## src/rtl/registrador_solicitudes.sv

```systemverilog
// Elevator request register: synchronizes raw hall/cabin buttons, latches new presses
// into s, and clears the bits served by the cabin at its current floor and direction.
module registrador_solicitudes #(
  parameter int SYNC_STAGES = 2
) (
  input  logic       clk,
  input  logic       rst_n,
  input  logic [5:0] btn_hall,
  input  logic [3:0] btn_cab,
  input  logic [3:0] e,
  input  logic       t,
  output logic [9:0] s,
  output logic       any_req,
  output logic       req_above,
  output logic       req_below,
  output logic       err
);

  localparam int NB = 10;

  // Floor index (0 = F1) owning each bit of s.
  function automatic logic [1:0] bit_floor(input int b);
    case (b)
      0, 6:    bit_floor = 2'd0;
      1, 2, 7: bit_floor = 2'd1;
      3, 4, 8: bit_floor = 2'd2;
      default: bit_floor = 2'd3;
    endcase
  endfunction

  logic [NB-1:0]                  raw;
  logic [SYNC_STAGES-1:0][NB-1:0] sync_reg;
  logic [NB-1:0]                  prev_reg;
  logic [NB-1:0]                  rise;
  logic [NB-1:0]                  clr_mask;
  logic [NB-1:0]                  s_reg;
  logic [NB-1:0]                  s_next;
  logic                           err_reg;
  logic                           err_next;
  logic [NB-1:0]                  above_bits;
  logic [NB-1:0]                  below_bits;

  assign raw = {btn_cab, btn_hall};

  always_ff @(posedge clk or negedge rst_n) begin
    if (!rst_n) begin
      sync_reg <= '0;
      prev_reg <= '0;
    end else begin
      sync_reg <= {sync_reg[SYNC_STAGES-2:0], raw};
      prev_reg <= sync_reg[SYNC_STAGES-1];
    end
  end

  assign rise = sync_reg[SYNC_STAGES-1] & ~prev_reg;

  // Hall bits at F2/F3 are cleared only for the direction the cabin is travelling.
  always_comb begin
    clr_mask = '0;
    if (t && !e[3]) begin
      case (e[1:0])
        2'd0: begin
          clr_mask[0] = 1'b1;
          clr_mask[6] = 1'b1;
        end
        2'd1: begin
          clr_mask[7] = 1'b1;
          if (e[2]) clr_mask[2] = 1'b1;
          else      clr_mask[1] = 1'b1;
        end
        2'd2: begin
          clr_mask[8] = 1'b1;
          if (e[2]) clr_mask[4] = 1'b1;
          else      clr_mask[3] = 1'b1;
        end
        default: begin
          clr_mask[5] = 1'b1;
          clr_mask[9] = 1'b1;
        end
      endcase
    end
  end

  // Clear wins over a simultaneous press; that press is dropped, not deferred.
  assign s_next   = (s_reg | rise) & ~clr_mask;
  assign err_next = t & e[3];

  always_ff @(posedge clk or negedge rst_n) begin
    if (!rst_n) begin
      s_reg   <= '0;
      err_reg <= 1'b0;
    end else begin
      s_reg   <= s_next;
      err_reg <= err_next;
    end
  end

  genvar gi;
  generate
    for (gi = 0; gi < NB; gi++) begin : g_dir
      localparam logic [1:0] FL = bit_floor(gi);
      assign above_bits[gi] = s_reg[gi] && (FL > e[1:0]);
      assign below_bits[gi] = s_reg[gi] && (FL < e[1:0]);
    end
  endgenerate

  assign s         = s_reg;
  assign err       = err_reg;
  assign any_req   = |s_reg;
  assign req_above = |above_bits;
  assign req_below = |below_bits;

endmodule

```

## config.mk

```make
export PLATFORM = sky130hd
export DESIGN_NAME = registrador_solicitudes
export DESIGN_NICKNAME = d
export VERILOG_FILES = /design/src/rtl/registrador_solicitudes.sv
export SDC_FILE = /design/constraint.sdc
export NUM_CORES = 1
export LEC_CHECK = 0
export ABC_AREA = 1
export CAP_MARGIN = 15
export CORE_MARGIN = 3
export CORE_UTILIZATION = 40
export CTS_CLUSTER_SIZE = 40
export DETAILED_ROUTE_END_ITERATION = 10
export PLACE_DENSITY = 0.66
export SYNTH_ARGS = -nofsm -noshare
export SYNTH_HDL_FRONTEND = slang
export SYNTH_SLANG_ARGS = --single-unit
```

## constraint.sdc

```tcl
create_clock -name clk -period 1.2 [get_ports clk]
set_clock_uncertainty 0.1 [all_clocks]
set_input_delay 0.24 -clock clk [delete_from_list [all_inputs] [get_ports clk]]
set_output_delay 0.24 -clock clk [all_outputs]
set_load 0.005 [all_outputs]
```

Word-level counts from Yosys, hierarchy flattened:

Index checks and enable logic that the tools add are counted.

* register bits: 41
* output and inout port bits: 14

* order comparisons: 8
* eq/ne operators: 2
* muxes and demuxes: 9
* bitwise operators: 6
* reduce and logical (&&, ||, !) cells: 27

Operators by type and width (count)
* $reduce_or A10 Y1: 3
* $logic_and A1 B1 Y1: 21
* $and A10 B10 Y10: 2
* $not A10 Y10: 2
* $mux W10: 1
* $or A10 B10 Y10: 1
* $mux W1: 6
* $gt A1 B2 Y1 const A: 2
* $gt A2 B2 Y1 const A: 2
* $lt A1 B2 Y1 const A: 2
* $lt A2 B2 Y1 const A: 2
* $mux W2: 2
* $reduce_or A3 Y1: 1
* $eq A2 B1 Y1 const B: 1
* $eq A2 B2 Y1 const B: 1
* $logic_not A2 Y1: 1
* $and A1 B1 Y1: 1
* $logic_not A1 Y1: 1

Longest topological paths before layout:

* depth in word-level cells: 6
* depth in mapped cells: 5
* gate-level depth less buffers: 5

Worst setup path before layout:

Ideal clock, no wire load.

* path type: flip-flop to output port
* start: register s_reg[4], in the netlist s[4]
* end: output port any_req
* data arrival time: 708 ps
* required time: 860 ps
* setup slack: 152 ps
* cell stages (with the launch flop): 5
* cells stage by stage: dfrtp_1 -> nor2_1 -> nand2_1 -> nor2_1 -> nand2_1

* cells in the longest elaborated chain, start to end: 1

RTL lines
* start, declared: line 36 `logic [NB-1:0] s_reg;`
* start signal, assigned: line 93 `s_reg <= s_next;`
* $reduce_or A10 Y1: line 109 `assign any_req = |s_reg;`
* end, declared: line 13 `output logic any_req,`

No other way between the ends.

Final worst setup path:

* start: register s_reg[4], in the netlist s[4]
* end: output port req_below

* cells in the longest elaborated chain, start to end: 2

RTL lines
* $logic_and A1 B1 Y1: line 103 `assign below_bits[gi] = s_reg[gi] && (FL < e[1:0]);`
* $reduce_or A10 Y1: line 111 `assign req_below = |below_bits;`
* end, declared: line 15 `output logic req_below,`

No other way between the ends.

==> impl_metrics.json <==
{
  "ys_async_sr_fraction_pct": 100,
  "status": "complete, but fails checks",
  "grt_use_total_pct": 15.0,
  "synthCells": 114,
  "worst_pin_slew_ns": 0.230,
  "largest_reg_flops": 20,
  "reg2reg_depth": 4,
  "fin_area_sq_um": 2020,
  "route.detailed.drc": 0,
  "hold_violations": 0,
  "setup_viol": 13,
  "grt_use_met3_pct": 6.33,
  "min_path_type": "primary input to register",
  "ys_top_cells_by_area": "dfrtp_1 (77%), inv_1 (5.9%), a21oi_1 (5.2%)",
  "pwr_density_cell_nw_per_um2": 1450,
  "cts_sinks": 41,
  "crit_arrival_ns": 1.30,
  "cts_buffers": 5,
  "dp_slack_ns": -0.731,
  "die_w_um": 63.8,
  "ys_seq_area_share_pct": 76.9,
  "grtUsageMet2_pct": 25.7,
  "yosys_warnings": 0,
  "place_hpwl_um": 1890,
  "r2r-end": "s[4]",
  "violations": "setup timing",
  "grt_max_degree": 42,
  "gp_congestion": 0.709,
  "path_max_fanout": 3,
  "ys.flop_type": "dfrtp_1",
  "first_pass_iters": 4,
  "antenna_found_initial": 0,
  "nFillCells": 258,
  "portBuffers": 30,
  "max_freq_ghz": 0.609,
  "hold_depth": 1,
  "r2r_start": "s[4]",
  "syn_to_final_growth_pct": 51.4,
  "cap_violations": 0,
  "crit_end": "req_below",
  "slew_headroom_pct": 84.5,
  "worstSetupStartpointType": "register",
  "grt.busiest_layer": "met2",
  "drtIter0Drc": 28,
  "vias": 963,
  "io_pins": 31,
  "slew_viol_final": 0,
  "required_ns": 0.86,
  "yosysTopAreaCellShare_pct": 76.9,
  "dpl.cell_count": 206,
  "synth_area_sq_um": 1340,
  "initial_core_util_pct": 42.7,
  "via_per_inst": 4.38,
  "insertion_delay_ns": 0.34,
  "r2r_slack_ns": 0.16,
  "fin_nets": 192,
  "routed_wl_um": 2590,
  "grt_pass1_wl_um": 4580,
  "ys_top_cells_by_count": "dfrtp_1 (41), inv_1 (21), nor2_1 (16)",
  "met1_usage_pct": 16.9,
  "critPathCaptureType": "output pin",
  "fin_setup_tns_ns": -2.70,
  "drive_gt1_share_pct": 29.0,
  "cts-root-buf": "clkbuf_4",
  "synth_top_area_cell": "dfrtp_1",
  "ir_drop_uv": 809,
  "wl_per_cell_um": 11.8,
  "path_clk_slew_ns": 0.12,
  "clock_path_buffers": 2,
  "cts_max_level": 2,
  "path_class": "register to output pin",
  "grt_pass1_vias": 1017,
  "worstSetupStartpoint": "s[4]",
  "fin_total_pwr_mw": 2.94,
  "leakagePower_nw": 0.990,
  "dieArea_sq_um": 4070,
  "grt_setup_unrepaired": "yes",
  "place_area_sq_um": 1830,
  "fin_hold_ws_ns": 0.218,
  "synth_edf_count": 0,
  "chipHeight_um": 63.8,
  "row_count": 20,
  "setup_slack_ns": -0.442,
  "avgSynthCellArea_sq_um": 11.7,
  "yosys_register_bits": 41,
  "ant_nets": 0,
  "final_core_util_pct": 64.6,
  "core_area_sq_um": 3130,
  "fin_crit_ns": 1.64,
  "syn_nets": 131,
  "yosys.cell_types.count": 11,
  "yosys.cell_count.top_type": "dfrtp_1",
  "finalNonFillerCells": 220,
  "tritoncts": "built",
  "n_antenna_cell": 0,
  "overflow": 0,
  "min_period_over_period_pct": 137
}
-- layout by cell type (no fill, tap or decap), drive strengths merged --
| master | count |
|---|---|
| dfrtp | 41 |
| buf | 38 |
| inv | 22 |
| nor2 | 17 |
| a21oi | 14 |
| clkdlybuf4s50 | 14 |
| nand2 | 14 |
| clkbuf | 5 |
| o21ai | 4 |
| bufinv | 2 |
| nand3 | 2 |
| clkinv | 1 |
| dlygate4sd3 | 1 |
| dlygate4sd2 | 1 |
-- kinds of logic (layout without fill, tap and decap cells) --
family / count (synthesis) / count (layout) / share of synthesized area, %
AOI/OAI and AO/OA: 18 / 18 / 6.75
buffers and inverters: 22 / 84 / 6.19
DFF: 41 / 41 / 76.9
and+or+nand+nor: 33 / 33 / 10.2
-- metal layers --
metal / share of wire (%) / vias up
met2: 51 / 28
met5: 0 / -
met4: 1.6 / 0
li1: - / 465
met3: 6.4 / 6
met1: 41 / 464
-- how the worst min path moves through the flow --
stage	slack (ns)	startpoint	to
finish	0.22	btn_hall[1]	sync_reg[1]
CTS	0.20	btn_hall[1]	sync_reg[1]
floorplan	-0.16	rst_n	err
global placement	0.12	rst_n	prev_reg[4]
global route	0.18	btn_hall[2]	sync_reg[2]
detailed placement	0.12	rst_n	sync_reg[14]
-- critical path: stages (launching register included) --
cell and delay (ns):
dfrtp_1 0.40, nor2_1 0.10, nand2_1 0.10, buf_6 0.13, nand2_2 0.05, nand3_2 0.05, buf_2 0.13
-- report_power, final --
group / switching (mW) / internal (mW)
Combinational: 0.139 / 0.223
Sequential: 0.0449 / 1.46
Clock: 0.420 / 0.645
Total: 0.604 / 2.33
-- timing repair --
action                     4_1_cts  5_1_grt
buffers inserted                 5        3
pin swaps                        6        5
hold buffers                     1        0
setup endpoints to repair       14       14
hold endpoints to repair        41        0
resized for setup               77        4
-- final cells by class --
type                       instances  area (sq um)  share of cell area (%)
tap                               44          55.1                    2.72
clock buffer                       5          37.5                    1.86
inverter                          22          82.6                    4.09
sequential                        41          1030                    50.8
timing repair buffer              54           520                    25.8
multi-input combinational         51           234                    11.6
clock inverter                     3          65.1                    3.22
Power figures use the tool's default switching activity.
